$ cat src/rtl/dled_scan_ctrl.sv
// Eight-digit multiplexed seven-segment scan controller with frame-synchronous shadow update.
// Optional inter-digit blanking is built when DLED_BLANK_EN is defined.
module dled_scan_ctrl #(
    parameter int unsigned SCAN_DIV  = 48000,
    parameter int unsigned BLANK_CYC = 16
) (
    input  logic        clock,
    input  logic        rst,
    input  logic        en,
    input  logic        upd_req,
    input  logic [31:0] data,
    input  logic [7:0]  dp,
    output logic        upd_ack,
    output logic [7:0]  seg,
    output logic [7:0]  dig,
    output logic        frame_done
);

    localparam logic [19:0] PRESC_MAX = 20'(SCAN_DIV - 1);

`ifdef DLED_BLANK_EN
    localparam logic [7:0] BLANK_LAST = 8'(BLANK_CYC - 1);

    typedef enum logic [0:0] {
        SHOW  = 1'b0,
        BLANK = 1'b1
    } state_t;

    state_t      state_q, state_d;
    logic [7:0]  blank_q, blank_d;
`endif

    logic [19:0] presc_q, presc_d;
    logic [2:0]  idx_q, idx_d;
    logic [31:0] data_sh_q, data_sh_d;
    logic [7:0]  dp_sh_q, dp_sh_d;
    logic [7:0]  seg_q, seg_d;
    logic [7:0]  dig_q, dig_d;
    logic        upd_ack_q, upd_ack_d;
    logic        frame_done_q, frame_done_d;
    logic        tick_s;
    logic        show_s;
    logic        capture_s;
    logic [3:0]  nib_s;

    // Active-low segment pattern g..a for one hex nibble.
    function automatic logic [6:0] hex7(input logic [3:0] n);
        logic [6:0] r;
        case (n)
            4'h0:    r = 7'h40;
            4'h1:    r = 7'h79;
            4'h2:    r = 7'h24;
            4'h3:    r = 7'h30;
            4'h4:    r = 7'h19;
            4'h5:    r = 7'h12;
            4'h6:    r = 7'h02;
            4'h7:    r = 7'h78;
            4'h8:    r = 7'h00;
            4'h9:    r = 7'h10;
            4'hA:    r = 7'h08;
            4'hB:    r = 7'h03;
            4'hC:    r = 7'h46;
            4'hD:    r = 7'h21;
            4'hE:    r = 7'h06;
            4'hF:    r = 7'h0E;
            default: r = 7'h7F;
        endcase
        return r;
    endfunction

    assign tick_s = (presc_q == PRESC_MAX);
`ifdef DLED_BLANK_EN
    assign show_s = (state_q == SHOW);
`else
    assign show_s = 1'b1;
`endif

    // Next-state, shadow capture and output decode; outputs are decoded from the current state.
    always_comb begin
        presc_d      = presc_q;
        idx_d        = idx_q;
        data_sh_d    = data_sh_q;
        dp_sh_d      = dp_sh_q;
        upd_ack_d    = 1'b0;
        frame_done_d = 1'b0;
        seg_d        = 8'hFF;
        dig_d        = 8'hFF;
        capture_s    = 1'b0;
        nib_s        = 4'h0;
`ifdef DLED_BLANK_EN
        state_d      = state_q;
        blank_d      = blank_q;
`endif
        if (!en) begin
            presc_d   = 20'd0;
            idx_d     = 3'd0;
`ifdef DLED_BLANK_EN
            state_d   = SHOW;
            blank_d   = 8'd0;
`endif
            capture_s = upd_req && !upd_ack_q;
        end else if (show_s) begin
            // Loads land only at the very first cycle of a frame, so digits never tear mid-frame.
            capture_s = upd_req && !upd_ack_q && (idx_q == 3'd0) && (presc_q == 20'd0);
            if (tick_s) begin
                presc_d      = 20'd0;
                frame_done_d = (idx_q == 3'd7);
`ifdef DLED_BLANK_EN
                state_d      = BLANK;
                blank_d      = 8'd0;
`else
                idx_d        = idx_q + 3'd1;
`endif
            end else begin
                presc_d = presc_q + 20'd1;
            end
        end else begin
`ifdef DLED_BLANK_EN
            presc_d = 20'd0;
            if (blank_q == BLANK_LAST) begin
                state_d = SHOW;
                idx_d   = idx_q + 3'd1;
                blank_d = 8'd0;
            end else begin
                blank_d = blank_q + 8'd1;
            end
`endif
        end

        if (capture_s) begin
            data_sh_d = data;
            dp_sh_d   = dp;
            upd_ack_d = 1'b1;
        end else begin
            upd_ack_d = 1'b0;
        end

        nib_s = data_sh_d[{idx_q, 2'b00} +: 4];
        if (en && show_s) begin
            dig_d = ~(8'h01 << idx_q);
            seg_d = {~dp_sh_d[idx_q], hex7(nib_s)};
        end else begin
            dig_d = 8'hFF;
            seg_d = 8'hFF;
        end
    end

    // State, shadow and registered output flops.
    always_ff @(posedge clock or posedge rst) begin
        if (rst) begin
            presc_q      <= 20'd0;
            idx_q        <= 3'd0;
            data_sh_q    <= 32'd0;
            dp_sh_q      <= 8'd0;
            seg_q        <= 8'hFF;
            dig_q        <= 8'hFF;
            upd_ack_q    <= 1'b0;
            frame_done_q <= 1'b0;
`ifdef DLED_BLANK_EN
            state_q      <= SHOW;
            blank_q      <= 8'd0;
`endif
        end else begin
            presc_q      <= presc_d;
            idx_q        <= idx_d;
            data_sh_q    <= data_sh_d;
            dp_sh_q      <= dp_sh_d;
            seg_q        <= seg_d;
            dig_q        <= dig_d;
            upd_ack_q    <= upd_ack_d;
            frame_done_q <= frame_done_d;
`ifdef DLED_BLANK_EN
            state_q      <= state_d;
            blank_q      <= blank_d;
`endif
        end
    end

    assign seg        = seg_q;
    assign dig        = dig_q;
    assign upd_ack    = upd_ack_q;
    assign frame_done = frame_done_q;

endmodule

$ cat config.mk
export PLATFORM = sky130hd
export DESIGN_NAME = dled_scan_ctrl
export DESIGN_NICKNAME = d
export VERILOG_FILES = /design/src/rtl/dled_scan_ctrl.sv
export SDC_FILE = /design/constraint.sdc
export NUM_CORES = 1
export LEC_CHECK = 0
export ABC_AREA = 0
export BUFFER_PORTS_ARGS = -buffer_cell sky130_fd_sc_hd__buf_2
export CORE_UTILIZATION = 60
export CTS_CLUSTER_DIAMETER = 60
export DETAILED_ROUTE_END_ITERATION = 10
export PLACE_DENSITY = 0.83
export SYNTH_ARGS = -nofsm -noshare
export SYNTH_HDL_FRONTEND = slang
export SYNTH_SLANG_ARGS = --single-unit
$ cat constraint.sdc
create_clock -name clock -period 5 [get_ports clock]
set_input_delay 0.5 -clock clock [delete_from_list [all_inputs] [get_ports clock]]
set_output_delay 0.5 -clock clock [all_outputs]
set_load 0.02 [all_outputs]
* After elaboration in Yosys (flattened, before gate mapping)
Memories as Yosys holds them, arrays and structs flattened. Index checks and enable logic that the tools add are counted.
Cells by class: $add $sub $neg 2, magnitude comparators 1, equal/unequal tests 3, shift operators 2, multiplexer cells 14, bitwise gates (word level) 2, reduce and logical (&&, ||, !) cells 6
Operator list (count):
- $mux W20 | 2
- $mux W32 | 1
- $shiftx A32 B6 Y4 | 1
- $mux W8 | 3
- $add A20 B1 Y20 const B | 1
- $eq A20 B16 Y1 const B | 1
- $logic_not A20 Y1 | 1
- $not A8 Y8 | 1
- $shl A1 B3 Y8 const A | 1
- $mux W3 | 2
- $mux W1 | 5
- $lt A3 B4 Y1 const B | 1
- $add A3 B1 Y3 const B | 1
- $bmux W1 S3 | 1
- $eq A3 B3 Y1 const B | 1
- $logic_and A1 B1 Y1 | 3
- $logic_not A3 Y1 | 1
- $ne A2 B1 Y1 const B | 1
- $logic_not A1 Y1 | 1
- $not A1 Y1 | 1
Storage, ports and cells: flip-flop bits (word level) 81, ROM bits 112, input bits 44, output and inout port bits 18, logic and storage cells 39, memories 1
Memories:
- (no name shown) | depth 16, bits a word 7, read ports 1, clocked after Yosys merged registers in 0, wr ports 0, RTL line 49 | case (n)

* Logic depth before layout (Yosys ltp)
depth in word-level cells 10, gate-level depth with buffers 18, mapped depth without buffers 15

* Least setup slack after synthesis
Ideal clock, no wire load.
path type register to register, from reg idx_q[0], to reg seg_q[3], in the netlist seg[3], setup time 0.092 ns, data arrival time 3.134 ns, data required time 4.908 ns, path slack 1.775 ns, cell stages (with the launch flop) 15, path buffers 2, clock period less this slack 3.225 ns, cell sequence dfrtp_1 -> buf_2 -> clkinv_1 -> ha_1 -> nor4b_1 -> and4_1 -> buf_6 -> o311ai_0 -> a2bb2o_1 -> and4b_4 -> inv_1 -> ha_1 -> mux2_2 -> mux2i_1 -> nand2_1
On the way: cells in the longest elaborated chain, start to end 8
RTL lines:
- start: declaration | RTL line 34 | logic [2:0] idx_q, idx_d;
- start signal: assignment | RTL line 165 | idx_q <= idx_d;
- $logic_not A3 Y1 | RTL line 104 | capture_s = upd_req && !upd_ack_q && (idx_q == 3'd0) && (presc_q == 20'd0);
- $logic_and A1 B1 Y1 (2 in series) | RTL line 104
- $mux W1 | RTL line 94 | if (!en) begin
- $mux W32 | RTL line 130 | if (capture_s) begin
- $shiftx A32 B6 Y4 * | RTL line 138 | nib_s = data_sh_d[{idx_q, 2'b00} +: 4];
- $mem_v2 Z16 W7 *
- $mux W8 * | RTL line 139 | if (en && show_s) begin
- via seg_d[3] | RTL line 37 | logic [7:0] seg_q, seg_d;
- end signal: assignment | RTL line 168 | seg_q <= seg_d;
- end: declaration | RTL line 37
Mark *: on every way through the listed nets, which the timed path passes. The rest lies on a longest branch. A chain may end at the register's enable or synchronous reset.

* Worst setup path after layout
from reg idx_q[1], to reg seg_q[5], in the netlist seg[5]
The elaborated chain is that of the path after synthesis.

==> results.toml <==
[worst_setup_path]
worstPathMaxFanout = 48
critPathKind = "register to register"
reg2reg_to = "seg[5]"
crit_path_start_kind = "register"
worstPathRequired_ns = 5.29
critPathLaunch = "idx_q[1]"
r2r_start = "idx_q[1]"
rrSetupSlack_ns = 0.42
crit_path_end_kind = "register"
arrival_ns = 4.86
r2r_cells = 11

[placed_design]
io_buffers = 61
place_congestion = 0.849
dp_hpwl_mm = 6.68

[synth]
synthesis.nets = 520
syn_inst = 462
yosys.area.top_type = "dfrtp_1"
synth_seq_area_share_pct = 46.5
yosys_warnings = 0
synth_edf_count = 0
synth_cell_types = 67
async_flop_share_pct = 100
syn_area_um2 = 4410
ys_ff_latch = 81
syn_avg_cell_area_um2 = 9.54
ys_top_cells_by_area = "dfrtp_1 (37%), nand2_1 (12%), dfstp_2 (9.5%), ha_1 (4.0%), mux2_2 (3.8%)"
synthFlopType = "dfrtp_1"
yosysTopAreaCellShare_pct = 36.9

[floorplan]
core_um2 = 6940
die_w_um = 87.7
die_h_um = 87.7
die_area_um2 = 7690
initial_core_util_pct = 63.4
std_cell_rows = 30
io-pin-count = 62

[routing]
dr.pass1.iters = 4
drt-total-wl_mm = 9.39
drtAntennaViolNets = 0
wl_per_cell_um = 15.2
drc_errors = 0
route.vias.total = 3462
viasPerCell = 5.62
drtIter0Drc = 208

[clock_tree]
cts_hold_buf = 0
cts_max_path_buffers = 2
numClockSinks = 81
path_clk_slew_ns = 0.08
post_cts_buffers = 0
insertion_delay_ns = 0.36
cts-resized-gates = 0
cts_tree = "done"
numCtsBuffers = 9
root_buffer = "clkbuf_8"
htree_num_levels = 3

[power]
cell_internal_pwr_uw = 1250
p_comb_share_pct = 23.8
p_leak_uw = 0.00236
switchingPower_uw = 533
p_per_area_nw_per_um2 = 360
clkPwrFrac_pct = 30.0
p_sw_share_pct = 29.9
peakVddDrop_mv = 0.194
pwr-share-seq_pct = 46.2

[final_layout]
num-nets-final = 573
seqCellArea_um2 = 2050
multiInputGateArea_um2 = 2180
n_fill_cell = 513
final_util_pct = 71.4
drive_gt1_share_pct = 25.6
area_growth_pct = 12.6
final_common_cell = "nand2_1"
n_antenna_cell = 0
layout_common_cells = "nand2_1 (141), dfrtp_1 (65), buf_2 (61), nor2_1 (30), nand3_1 (21)"

[grt]
grt_max_degree = 55
grt_pass1_wl_mm = 15.9
grt_use_total_pct = 27.3
grt_pass1_vias = 3342
antenna_found_initial = 0
grt_overflow = 0

[timing]
final-max-slew-violation-count = 0
setup_tns_ns = 0
period_share_pct = 91.5
rsz0062_at_grt = "false"
fin_skew_ns = 0.0134
final_hold_viol_count = 0
min_period_ns = 4.58
max_freq_mhz = 219
worst_slew_pin_slew_ns = 1.11
setup_viol = 0
slew-limit-headroom_pct = 26.2

[hold_path]
min_path_cells = 3
holdPathEnd = "data_sh_q[20]"
hold_path_class = "primary input to register"
worstHoldStart = "data[20]"

[job]
maxCapViolCount = 0

[run_status]
status = "completed"
-- area by class of cell --
| cell class | count | area share (%) |
|---|---|---|
| multi-input combinational | 344 | 43.9 |
| sequential | 81 | 41.3 |
| timing repair buffer | 64 | 6.61 |
| clock buffer | 12 | 3.13 |
| tap | 96 | 2.42 |
| clock inverter | 4 | 1.49 |
| inverter | 15 | 1.19 |
-- sequential cells by signal (all words and copies together) (netlist names) --
register / flops
presc_q: 20
seg: 8
frame_done: 1
upd_ack: 1
idx_q: 3
data_sh_q: 32
dig: 8
dp_sh_q: 8
-- worst max-delay path, cell delays in order (launching register included) --
cell     delay [ns]
dfrtp_1        0.71
inv_1          0.19
ha_1           0.26
nor4b_1        0.16
and4_1         0.28
a21oi_4        0.90
inv_4          0.43
mux4_2         0.57
a22oi_1        0.23
nand3_2        0.32
o31a_1         0.36
o21ai_1        0.09
-- routing by layer --
layer,track usage (%),vias up,wire length [µm]
li1,-,1676,-
met1,36.8,1674,4240
met2,44.0,103,4670
met3,6.22,9,389
met4,8.94,0,82
met5,0,-,0
-- synth_stat cells, types with 6 or more instances --
cell type  instances
a21oi_1            8
buf_2              6
clkbuf_1           6
dfrtp_1           65
dfstp_2           16
ha_1              14
inv_1             12
mux2_2            15
mux2i_1           11
nand2_1          141
nand3_1           21
nor2_1            30
o21ai_0            7
xnor2_1            9
xor2_1            10
-- worst max path at each step --
stage	end	slack, ns	cells past startpoint
finish	seg[5]	0.42	11
global route	seg[5]	0.06	11
CTS	seg[5]	0.41	11
detailed placement	seg[5]	0.43	11
global placement	seg[5]	0.63	11
floorplan	seg[3]	1.77	14
-- power by group through the flow --
stage	logic, µW	clock network (µW)	registers (µW)
floorplan	302	0	846
global placement	403	0	831
detailed placement	422	0	835
global route	476	576	836
CTS	425	549	824
finish	424	536	825
-- stage by stage --
| stage | cell area [µm²] | hold slack, ns | cells | total power, µW | worst slack, ns |
|---|---|---|---|---|---|
| after floorplan | 4410 | 0.429 | 462 | 1150 | 1.77 |
| after global placement | 4730 | 0.443 | 600 | 1230 | 0.630 |
| after detailed placement | 4730 | 0.452 | 600 | 1260 | 0.430 |
| after CTS | 4960 | 0.335 | 616 | 1800 | 0.415 |
| after global routing | 4960 | 0.347 | 616 | 1890 | 0.0587 |
| final | 4960 | 0.352 | 616 | 1780 | 0.425 |
-- logic make-up after synthesis --
| group | count (synthesis) | synth area share [%] |
|---|---|---|
| compound gates | 50 | 8.89 |
| xor+xnor | 19 | 3.78 |
| fa+ha+maj | 14 | 3.98 |
| buf+inv | 37 | 4.15 |
| flops | 81 | 46.5 |
| mux | 32 | 9.23 |
| simple gates | 229 | 23.5 |
No activity file was read; power rests on OpenSTA's default activity.
